$ cat src/rtl/inst_fetch_pkg.sv
// Shared definitions for the fetch stage and its neighbours.
package inst_fetch_pkg;

  localparam int AddrBus = 64;
  localparam int InstBus = 32;

  localparam logic [AddrBus-1:0] ResetPcDef = 64'h0000_0000_8000_0000;

  // Major opcodes, shared with decode.
  localparam logic [6:0] OpLui    = 7'b0110111;
  localparam logic [6:0] OpAuipc  = 7'b0010111;
  localparam logic [6:0] OpJal    = 7'b1101111;
  localparam logic [6:0] OpJalr   = 7'b1100111;
  localparam logic [6:0] OpBranch = 7'b1100011;
  localparam logic [6:0] OpLoad   = 7'b0000011;
  localparam logic [6:0] OpStore  = 7'b0100011;
  localparam logic [6:0] OpImm    = 7'b0010011;
  localparam logic [6:0] OpReg    = 7'b0110011;

  typedef enum logic {
    BOOT = 1'b0,
    RUN  = 1'b1
  } fetch_state_e;

endpackage

$ cat src/rtl/fetch_fifo.sv
// Small synchronous FIFO with flush; head is read straight from storage.
module fetch_fifo #(
  parameter int Width    = 96,
  parameter int Depth    = 4,
  parameter int CntWidth = $clog2(Depth) + 1
) (
  input  logic                Clk,
  input  logic                RstN,
  input  logic                push,
  input  logic                pop,
  input  logic                flush,
  input  logic [Width-1:0]    wdata,
  output logic [Width-1:0]    rdata,
  output logic                full,
  output logic                empty,
  output logic [CntWidth-1:0] count
);

  localparam int PtrW = $clog2(Depth);

  logic [Width-1:0] mem_q [Depth];
  logic [PtrW:0]    wptr_q, rptr_q;

  // Pointers carry an extra wrap bit so full and empty are distinguishable.
  assign empty = (wptr_q == rptr_q);
  assign full  = (wptr_q[PtrW] != rptr_q[PtrW]) &&
                 (wptr_q[PtrW-1:0] == rptr_q[PtrW-1:0]);
  assign count = CntWidth'(wptr_q - rptr_q);
  assign rdata = mem_q[rptr_q[PtrW-1:0]];

  // Pointer update; flush discards every entry.
  always_ff @(posedge Clk or negedge RstN) begin
    if (!RstN) begin
      wptr_q <= '0;
      rptr_q <= '0;
    end else if (flush) begin
      wptr_q <= '0;
      rptr_q <= '0;
    end else begin
      if (push && !full) wptr_q <= wptr_q + 1'b1;
      if (pop && !empty) rptr_q <= rptr_q + 1'b1;
    end
  end

  // Storage write; contents are only observed behind a valid pointer.
  always_ff @(posedge Clk) begin
    if (push && !full && !flush) mem_q[wptr_q[PtrW-1:0]] <= wdata;
  end

  // Callers size their traffic so this can never happen.
  a_no_overflow: assert property (@(posedge Clk) disable iff (!RstN) !(push && full));

endmodule

$ cat src/rtl/inst_fetch.sv
// Instruction fetch: PC, request issue, in-order response buffering, redirect.
module inst_fetch
  import inst_fetch_pkg::*;
#(
  parameter logic [63:0] ResetPc   = ResetPcDef,
  parameter int          FifoDepth = 4,
  parameter int          CntWidth  = $clog2(FifoDepth) + 1
) (
  input  logic        Clk,
  input  logic        RstN,
  input  logic        RedirectValid,
  input  logic [63:0] RedirectPc,
  output logic        IMemReqValid,
  output logic [63:0] IMemReqAddr,
  input  logic        IMemReqReady,
  input  logic        IMemRespValid,
  input  logic [31:0] IMemRespData,
  output logic        InstValid,
  output logic [63:0] InstAddrOut,
  output logic [31:0] InstOut,
  input  logic        IdReady
);

  fetch_state_e        state_q, state_d;
  logic [63:0]         pc_q, pc_d;
  logic [CntWidth-1:0] inflight_q, inflight_d;
  logic [CntWidth-1:0] drop_q, drop_d;

  logic                run, pop_raw, pop, fire, resp, keep, flush;
  logic [CntWidth:0]   occ;
  logic [95:0]         head;
  logic [63:0]         tag;
  logic [CntWidth-1:0] count, tag_count;
  logic                empty, full, tag_full, tag_empty;
  logic                unused_ok;

  assign run     = (state_q == RUN);
  assign InstValid = run & ~empty;
  assign pop_raw = InstValid & IdReady;
  // Decode flushes alongside us on a redirect, so its pop is ignored then.
  assign pop     = pop_raw & ~RedirectValid;
  assign flush   = run & RedirectValid;
  assign resp    = run & IMemRespValid;
  // Responses issued before a redirect (including one arriving with it) are stale.
  assign keep    = resp & ~RedirectValid & (drop_q == '0);
  assign fire    = IMemReqValid & IMemReqReady;

  // Outstanding plus buffered work must stay within the buffer so no push can overflow.
  assign occ = {1'b0, inflight_q} + {1'b0, count} - {{CntWidth{1'b0}}, pop_raw};
  assign IMemReqValid = run & ~RedirectValid & (occ < (CntWidth+1)'(FifoDepth));
  assign IMemReqAddr  = pc_q;

  assign InstAddrOut = InstValid ? head[95:32] : '0;
  assign InstOut     = InstValid ? head[31:0]  : '0;

  assign unused_ok = ^{full, tag_full, tag_empty, tag_count};

  // Next-state: one BOOT cycle, then PC, in-flight and drop bookkeeping in RUN.
  always_comb begin
    state_d    = state_q;
    pc_d       = pc_q;
    inflight_d = inflight_q;
    drop_d     = drop_q;
    case (state_q)
      BOOT: state_d = RUN;
      RUN: begin
        state_d    = RUN;
        inflight_d = inflight_q + CntWidth'(fire) - CntWidth'(resp);
        if (fire) pc_d = pc_q + 64'd4;
        if (RedirectValid) begin
          pc_d   = {RedirectPc[63:2], 2'b00};
          // Everything still outstanding after this cycle is stale; this
          // already covers responses marked stale by earlier redirects.
          drop_d = inflight_q - CntWidth'(resp);
        end else if (resp && drop_q != '0) begin
          drop_d = drop_q - 1'b1;
        end
      end
      default: state_d = BOOT;
    endcase
  end

  // State registers.
  always_ff @(posedge Clk or negedge RstN) begin
    if (!RstN) begin
      state_q    <= BOOT;
      pc_q       <= ResetPc;
      inflight_q <= '0;
      drop_q     <= '0;
    end else begin
      state_q    <= state_d;
      pc_q       <= pc_d;
      inflight_q <= inflight_d;
      drop_q     <= drop_d;
    end
  end

  // Issued addresses, one per outstanding request; each response consumes one.
  fetch_fifo #(.Width(64), .Depth(FifoDepth), .CntWidth(CntWidth)) u_tag_q (
    .Clk   (Clk),
    .RstN  (RstN),
    .push  (fire),
    .pop   (resp),
    .flush (1'b0),
    .wdata (pc_q),
    .rdata (tag),
    .full  (tag_full),
    .empty (tag_empty),
    .count (tag_count)
  );

  // Instruction buffer presented to decode.
  fetch_fifo #(.Width(96), .Depth(FifoDepth), .CntWidth(CntWidth)) u_inst_q (
    .Clk   (Clk),
    .RstN  (RstN),
    .push  (keep),
    .pop   (pop),
    .flush (flush),
    .wdata ({tag, IMemRespData}),
    .rdata (head),
    .full  (full),
    .empty (empty),
    .count (count)
  );

endmodule

$ cat config.mk
export PLATFORM = sky130hd
export DESIGN_NAME = inst_fetch
export DESIGN_NICKNAME = d
export VERILOG_FILES = /design/src/rtl/inst_fetch_pkg.sv /design/src/rtl/fetch_fifo.sv /design/src/rtl/inst_fetch.sv
export SDC_FILE = /design/constraint.sdc
export NUM_CORES = 1
export LEC_CHECK = 0
export BUFFER_PORTS_ARGS = -buffer_cell sky130_fd_sc_hd__buf_2
export CAP_MARGIN = 20
export CORE_ASPECT_RATIO = 0.6
export CORE_MARGIN = 10
export CORE_UTILIZATION = 30
export DETAILED_ROUTE_END_ITERATION = 10
export PLACE_DENSITY = 0.48
export SETUP_SLACK_MARGIN = 0.2
export SLEW_MARGIN = 20
export SYNTH_ARGS = -nofsm -noshare
export SYNTH_HDL_FRONTEND = slang
export SYNTH_HIERARCHICAL = 1
export SYNTH_SLANG_ARGS = --single-unit
$ cat constraint.sdc
create_clock -name Clk -period 10.4 [get_ports Clk]
set_input_delay 1.56 -clock Clk [delete_from_list [all_inputs] [get_ports Clk]]
set_output_delay 1.56 -clock Clk [all_outputs]
set_load 0.05 [all_outputs]
==> results of run 1 <==
==> layout make-up <==
| class | count | area, um^2 | share of cell area [%] |
|---|---|---|---|
| multi-input combinational | 824 | 7950 | 22.8 |
| clock buffer | 99 | 2030 | 5.81 |
| antenna | 3 | 7.51 | 0.0215 |
| timing repair buffer | 292 | 1550 | 4.45 |
| tap | 1319 | 1650 | 4.73 |
| clock inverter | 37 | 323 | 0.924 |
| sequential | 721 | 21300 | 60.9 |
| inverter | 39 | 146 | 0.419 |
==> metrics by stage <==
stage          total power [W]  TNS [ns]  cells  hold slack (ns)  worst slack, ns
6_report               0.00929         0   3334            0.543             3.70
5_1_grt                0.00974         0   3333            0.591             3.33
4_1_cts                0.00945         0   3331            0.563             3.58
3_5_place_dp           0.00682         0   3195            0.550             4.27
3_3_place_gp           0.00678         0   3195            0.552             4.29
2_1_floorplan          0.00589   -403.22   1678            0.485            -2.10
==> worst reg2reg max path, cell delays in order (launching register included) <==
cell and delay [ns]:
dfrtp_4 0.73, inv_1 0.19, ha_1 0.38, nand2_1 0.37, nor2b_1 0.14, nor2b_4 0.79, and2_1 0.25, ha_1 0.14
inv_1 0.04, ha_1 0.25, and3b_1 0.18, or4_1 0.50, a21bo_2 0.35, inv_2 0.32, nor4bb_4 0.37, buf_4 0.70
==> per-layer routing <==
metal / up-vias / routed length [um] / GRT usage, %
met2: 413 / 39600 / 23.3
met5: - / 24 / 0
met1: 8723 / 36900 / 19.3
met4: 4 / 2040 / 3.94
met3: 118 / 3340 / 2.82
li1: 7272 / - / -
==> worst min path at each step <==
| stage | slack [ns] | cells past startpoint | endpoint |
|---|---|---|---|
| CTS | 0.56 | 1 | inflight_q[2]$_DFFE_PN0P_ |
| finish | 0.54 | 1 | inflight_q[2]$_DFFE_PN0P_ |
| detailed placement | 0.55 | 1 | inflight_q[2]$_DFFE_PN0P_ |
| global placement | 0.55 | 2 | drop_q[1]$_DFFE_PN0P_ |
| global route | 0.59 | 1 | inflight_q[2]$_DFFE_PN0P_ |
| floorplan | 0.48 | 1 | inflight_q[2]$_DFFE_PN0P_ |
==> power groups by stage <==
stage / registers, W / clock network [W] / logic [W]
after CTS: 0.00401 / 0.00267 / 0.00276
final: 0.00401 / 0.00259 / 0.00270
after floorplan: 0.00420 / 0 / 0.00169
after global placement: 0.00404 / 0 / 0.00274
after global routing: 0.00405 / 0.00279 / 0.00290
after detailed placement: 0.00407 / 0 / 0.00276
==> impl_metrics.yaml, run 1 <==
power:
  power.density_nw_per_um2: 266
  intPower_w: 0.00584
  p_seq_share_pct: 43.1
  p_clk_share_pct: 27.9
  switching_share_pct: 37.1
  comb_power_share_pct: 29.0
  net-switching-power_w: 0.00345
  ir_worst_vdd_uv: 190
  p_leak_nw: 11.7
setup_path:
  required_ns: 8.84
  path_depth: 13
  r2r-end: "u_tag_q/mem_q[0][52]$_DFFE_PP_"
  cp_max_fo: 29
  worstPathBufferInverterCount: 3
  critPathLaunchType: "register"
  cp_slowest_stage_delay_ns: 0.79
  timing.rr.start: "u_inst_q/rptr_q[1]$_DFFE_PN0P_"
  crit_path_cell_trace: "inv_1 > ha_1 > nand2_1 > nor2b_1 > nor2b_4 > and2_1 > ha_1 > inv_1 > ha_1 > and3b_1 > or4_1 > a21oi_1 > buf_2"
  cp-startpoint: "u_inst_q/rptr_q[1]$_DFFE_PN0P_"
  worstPathArrival_ns: 5.14
  crit_path_end_kind: "output pin"
  crit_end: "IMemReqValid"
  cp_top_family: "simple AND/OR/NAND/NOR gates"
  r2r_cells: 15
  path_class: "reg2out"
  cp_common_cell: "ha_1"
  reg2reg_slack_ns: 4.26
  crit_slowest_cell: "nor2b_4"
cells_and_area:
  drive_gt1_share_pct: 29.6
  area_growth_pct: 17.5
  largest_register_ffs: 384
  post-route-util_pct: 35.6
  final_common_cell: "edfxtp_1"
  design.final.nets: 2082
  final_cell_area_um2: 34900
  fillers: 9275
  mostFrequentLayoutCells: "edfxtp_1, buf_2, mux4_2"
place:
  place_hpwl_mm: 52.1
  place_area_um2: 32600
  gp_congestion: 0.769
  io_buffers: 259
timing:
  min_period_over_period_pct: 64.4
  max_freq_ghz: 0.149
  hold_violations: 0
  maxSlewHeadroom_pct: 31.5
  max_slew.worst_pin.slew_ns: 1.03
  min_period_ns: 6.70
  finalClockSkew_ns: 0.0318
  rsz0062_at_grt: "false"
  slew_violations: 0
  setup_viol: 0
grt:
  antenna_found_initial: 14
  overflow: 0
  grt_start_max_net_pins: 74
  grt_pass1_wl_mm: 120
  track_usage_pct: 14.3
  grt_pass1_vias: 17300
detailed_routing:
  route.detailed.drc: 0
  vias: 16500
  ant_nets: 0
  detail_route.wl_per_cell_um: 24.6
  viasPerCell: 4.96
  firstDrtPassIters: 5
  wl_mm: 81.9
  first_iter_violations: 1294
outcome:
  status: "finished clean"
die:
  dieArea_um2: 112000
  core_area_um2: 98200
  io_pins: 264
  die_y_um: 264
  die_w_um: 426
  rows: 89
  initial_utilization_pct: 30.3
synthesis:
  mappedNetlistArea_um2: 29700
  ys_warn_count: 6
  syn_area_per_cell_um2: 17.8
  syn_inst: 1668
clock_network:
  clk_pin_slew_ns: 0.06
  cts.repair.resized: 0
  postCtsHoldBufs: 0
  clk_latency_ns: 0.62
  htree_num_levels: 3
  tritoncts: "built"
  cts_inserted_buffers: 74
  clk_path_buf_depth: 3
  root_buffer: "clkbuf_16"
  postCtsSetupBuffers: 0
  cts_sinks: 721
hold_path:
  hold_path.class: "reg2reg"
  min_from: "inflight_q[2]$_DFFE_PN0P_"
flow_run:
  maxCapViolCount: 0
Power figures use the tool's default switching activity.
==> run 2, diff against run 1 <==
- clock period: 10.4 -> 6 ns (I/O delays scaled with it)
==> run 2 against run 1 <==
Effect of this change:
- design area grew 0.54%
- critical path depth increased by 1
- setup slack lost 2.6 ns
- global-route usage grew 0.086 points
- core utilization grew 0.19 points
- total power up 74%
- non-clock buffer count is 2 higher
- critical path type is now reg2reg
- critical endpoint is now u_tag_q/mem_q[0][27]$_DFFE_PP_
- largest power group unchanged
- highest routed layer is now met4
==> impl_metrics.yaml, run 2 (synthesized netlist as in run 1, its figures left out) <==
outcome:
  status: "finished clean"
timing:
  finalSetupTns_ns: 0
  max_slew.worst_pin.slew_ns: 0.942
  hold_violations: 0
  fin_hold_ws_ns: 0.144
  max_freq_ghz: 0.203
  finalClockSkew_ns: 0.0276
  rsz0062_at_grt: "false"
  fin_ws_ns: 1.06
  min_period_ns: 4.94
  slew_violations: 0
  maxSlewHeadroom_pct: 37.2
  setup_viol: 0
  min_period_over_period_pct: 82.3
die:
  initial_utilization_pct: 30.3
  io_pins: 264
  core_area_um2: 98200
  rows: 89
  die_y_um: 264
  die_w_um: 426
  dieArea_um2: 112000
power:
  net-switching-power_w: 0.00601
  power_w: 0.0162
  comb_power_share_pct: 29.3
  ir_worst_vdd_uv: 228
  p_leak_nw: 11.7
  intPower_w: 0.0102
  p_clk_share_pct: 28.1
  p_seq_share_pct: 42.7
  power.density_nw_per_um2: 462
  switching_share_pct: 37.1
cells_and_area:
  largest_register_ffs: 384
  design.final.nets: 2084
  final_common_cell: "edfxtp_1"
  area_growth_pct: 18.2
  drive_gt1_share_pct: 29.8
  mostFrequentLayoutCells: "edfxtp_1, buf_2, mux4_2"
grt:
  grt_pass1_vias: 17500
  track_usage_pct: 14.4
  grt_start_max_net_pins: 99
  grt_pass1_wl_mm: 120
  overflow: 0
  antenna_found_initial: 12
detailed_routing:
  route.met2.wl_mm: 38.5
  viasPerCell: 4.96
  route.detailed.drc: 0
  wl_met3_mm: 4.05
  vias: 16500
  detail_route.wl_per_cell_um: 24.6
  dr.max_layer_used: "met4"
  first_iter_violations: 1296
  wl_mm: 81.8
  firstDrtPassIters: 5
  wl_met1_mm: 37.2
  ant_nets: 0
setup_path:
  cp_slowest_stage_delay_ns: 0.67
  crit_path_cell_trace: "ha_1 > nand2_4 > nor2b_1 > nor2b_4 > and2_1 > ha_1 > inv_1 > ha_1 > and3b_1 > or4_1 > a21bo_2 > inv_2 > nor4bb_4 > buf_4"
  worstPathArrival_ns: 5.25
  crit_slowest_cell: "nor4bb_4"
  crit_path_end_kind: "register"
  path_class: "reg2reg"
  cp_common_cell: "ha_1"
  cp_max_fo: 21
  critPathLaunchType: "register"
  reg2reg_slack_ns: 1.06
  required_ns: 6.31
  cp_top_family: "simple AND/OR/NAND/NOR gates"
  worstPathBufferInverterCount: 3
clock_network:
  clk_path_buf_depth: 3
  tritoncts: "built"
  cts_sinks: 721
  clk_latency_ns: 0.65
  htree_num_levels: 3
  clk_pin_slew_ns: 0.06
  postCtsSetupBuffers: 0
  postCtsHoldBufs: 0
  root_buffer: "clkbuf_16"
  cts_inserted_buffers: 74
  cts.repair.resized: 0
place:
  gp_congestion: 0.800
  place_ws_ns: 1.03
  place_hpwl_mm: 50.9
  io_buffers: 259
hold_path:
  hold_path.class: "in2async"
flow_run:
  maxCapViolCount: 0
## run 2: cell count changes in the layout (fill, tap and decap cells not counted), sizes merged
cell    change
clkbuf     -14
clkinv      +7
bufinv      +3
buf         +2
inv         -2
## run 2: area by class of cell
type	instances	area, um^2
Antenna cell	3	7.51
Multi-Input combinational cell	824	7990
Timing Repair Buffer	294	1700
Sequential cell	721	21300
Inverter	39	146
Tap cell	1319	1650
Fill cell	9275	63100
Clock inverter	45	444
Clock buffer	85	1910
## run 2: per-stage QoR
stage / instances / utilization, % / area [um^2]
after floorplan: 1678 / - / 29900
after global placement: 3196 / 33.3 / 32700
after detailed placement: 3197 / 33.3 / 32700
after CTS: 3327 / 35.7 / 35100
after global routing: 3327 / 35.7 / 35100
final: 3330 / 35.7 / 35100
## run 2: power groups by stage
| stage | Clock, W | Combinational [W] | Sequential, W |
|---|---|---|---|
| floorplan | 0 | 0.00298 | 0.00728 |
| global placement | 0 | 0.00482 | 0.00699 |
| detailed placement | 0 | 0.00486 | 0.00704 |
| CTS | 0.00469 | 0.00487 | 0.00693 |
| global route | 0.00491 | 0.00511 | 0.00700 |
| finish | 0.00455 | 0.00474 | 0.00692 |
## run 2: worst paths after layout
| kind | from | endpoint | cells after the start |
|---|---|---|---|
| max reg2reg | u_inst_q/rptr_q[0]$_DFFE_PN0P_ | u_tag_q/mem_q[0][27]$_DFFE_PP_ | 14 |
| min | RstN | inflight_q[0]$_DFFE_PN0P_ | 1 |
| min reg2reg | inflight_q[2]$_DFFE_PN0P_ | inflight_q[2]$_DFFE_PN0P_ | 1 |
| max | u_inst_q/rptr_q[0]$_DFFE_PN0P_ | u_tag_q/mem_q[0][27]$_DFFE_PP_ | 14 |
| max in group asynchronous | RstN | IMemReqAddr[16]$_DFFE_PN0P_ | 2 |
| min in group Clk | IMemRespData[12] | u_inst_q/mem_q[0][12]$_DFFE_PP_ | 1 |
## run 2: per-layer routing
layer  GRT usage (%)  vias up
met1            19.7     8682
met2            23.0      407
met5               0        -
met4            3.79        0
met3            3.18      128
li1                -     7295
==> run 3, diff against run 2 <==
- clock period: 6 -> 4 ns (I/O delays scaled with it)
==> run 3 against run 2 <==
Effect of this change:
- the flow now finishes with violations (setup timing)
- critical path depth rose by 16
- core utilization rose by 2.7 points
- flip-flop and latch count did not move
- design area rose by 7.7%
- critical endpoint is now u_inst_q/mem_q[2][35]$_DFFE_PP_
- first-iteration DRC count rose by 9.6%
- largest power group unchanged
==> impl_metrics.yaml, run 3 (synthesized netlist as in run 1, its figures left out) <==
setup_path:
  cp_common_cell: "buf_6"
  cp_top_family: "buffers and inverters"
  timing.rr.start: "u_inst_q/wptr_q[0]$_DFFE_PN0P_"
  required_ns: 4.37
  critPathLaunchType: "register"
  worstPathArrival_ns: 4.41
  cp_slowest_stage_delay_ns: 0.38
  reg2reg_slack_ns: -0.04
  crit_path_end_kind: "register"
  path_class: "reg2reg"
  r2r-end: "u_inst_q/mem_q[2][35]$_DFFE_PP_"
  r2r_cells: 30
  crit_slowest_cell: "dfrtp_1"
  cp_max_fo: 10
  worstPathBufferInverterCount: 28
detailed_routing:
  first_iter_violations: 1420
  wl_mm: 90.3
  firstDrtPassIters: 5
  detail_route.wl_per_cell_um: 26.0
  vias: 17300
  viasPerCell: 4.99
  route.detailed.drc: 0
  ant_nets: 0
die:
  core_area_um2: 98200
  io_pins: 264
  die_y_um: 264
  rows: 89
  initial_utilization_pct: 30.3
  dieArea_um2: 112000
  die_w_um: 426
power:
  p_leak_nw: 12.9
  power.density_nw_per_um2: 660
  ir_worst_vdd_uv: 321
timing:
  rsz0062_at_grt: "true"
  hold_violations: 0
  finalSetupTns_ns: -0.530
  slew_violations: 0
  setup_viol: 13
  finalClockSkew_ns: 0.0248
  max_slew.worst_pin.slew_ns: 0.994
  fin_ws_ns: -0.0435
  min_period_over_period_pct: 101
  max_freq_ghz: 0.247
  maxSlewHeadroom_pct: 33.7
  min_period_ns: 4.04
place:
  place_hpwl_mm: 52.6
  place_ws_ns: -0.0202
  io_buffers: 259
  gp_congestion: 0.793
clock_network:
  htree_num_levels: 3
  clk_path_buf_depth: 3
  clk_pin_slew_ns: 0.06
  tritoncts: "built"
  clk_latency_ns: 0.62
  root_buffer: "clkbuf_16"
  cts_inserted_buffers: 74
  cts_sinks: 721
  postCtsHoldBufs: 0
outcome:
  violations: "setup timing"
  status: "complete, but fails checks"
flow_run:
  maxCapViolCount: 0
grt:
  grt_pass1_wl_mm: 126
  grt-busiest-layer: "met2"
  grt_pass1_vias: 17700
  antenna_found_initial: 6
  track_usage_pct: 15.0
  grt_use_met1_pct: 21.0
  grtUsageMet2_pct: 23.7
  overflow: 0
  grt_start_max_net_pins: 72
  use_met3_pct: 2.92
cells_and_area:
  mostFrequentLayoutCells: "edfxtp_1, buf_2, mux4_2"
  design.final.nets: 2231
  antennaDiodeCount: 0
  area_growth_pct: 27.2
  largest_register_ffs: 384
  final_common_cell: "edfxtp_1"
  drive_gt1_share_pct: 35.4
hold_path:
  hold_path.class: "in2async"
run 3: final cells by class:
type                       instances  area [um^2]
clock buffer                      98         1980
clock inverter                    36          342
fill                            9044        60400
inverter                          39          164
multi-input combinational        824         8120
sequential                       721        21300
tap                             1319         1650
timing repair buffer             441         4280
run 3: repair_timing:
item	4_1_cts	5_1_grt
pin swaps	9	4
buffers inserted	47	20
gates cloned	17	29
gates resized for setup	58	93
setup endpoints to repair	365	556
run 3: where the power goes:
group	switching [W]	internal [W]
Combinational	0.00530	0.00274
Clock	0.00289	0.00389
Sequential	0.000975	0.00915
run 3: routing by layer:
metal	vias up	part of all wire, %
li1	7594	-
met1	9109	46
met2	493	46
met3	144	5.1
met4	2	2.7
met5	-	0.014
run 3: per-stage QoR:
step	std cells	utilization, %	area [um^2]	hold WS [ns]	power [W]
floorplan	1678	-	30000	0.304	0.0154
global placement	3230	33.8	33200	0.527	0.0178
detailed placement	3231	33.8	33200	0.525	0.0179
CTS	3429	37.3	36700	0.0900	0.0251
global route	3478	38.5	37800	0.138	0.0262
finish	3478	38.5	37800	0.0939	0.0249
run 3: worst reg2reg max path: cells and delay by family, from the launching register on:
family	cells	cell delay [ns]
adders and majority gates	1	0.15
buffers and inverters	28	3.09
DFF	1	0.38
and+or+nand+nor	1	0.16
run 3: worst max-delay path by stage:
stage,cells after the start,slack [ns],endpoint,from
floorplan,19,-1.67,u_tag_q/mem_q[0][0]$_DFFE_PP_,u_inst_q/rptr_q[1]$_DFFE_PN0P_
global placement,18,-0.08,inflight_q[2]$_DFFE_PN0P_,u_inst_q/wptr_q[0]$_DFFE_PN0P_
detailed placement,18,-0.02,inflight_q[2]$_DFFE_PN0P_,u_inst_q/wptr_q[0]$_DFFE_PN0P_
CTS,12,-0.04,IMemReqValid,u_inst_q/wptr_q[0]$_DFFE_PN0P_
global route,12,-0.1,IMemReqValid,u_inst_q/wptr_q[0]$_DFFE_PN0P_
finish,30,-0.04,u_inst_q/mem_q[2][35]$_DFFE_PP_,u_inst_q/wptr_q[0]$_DFFE_PN0P_
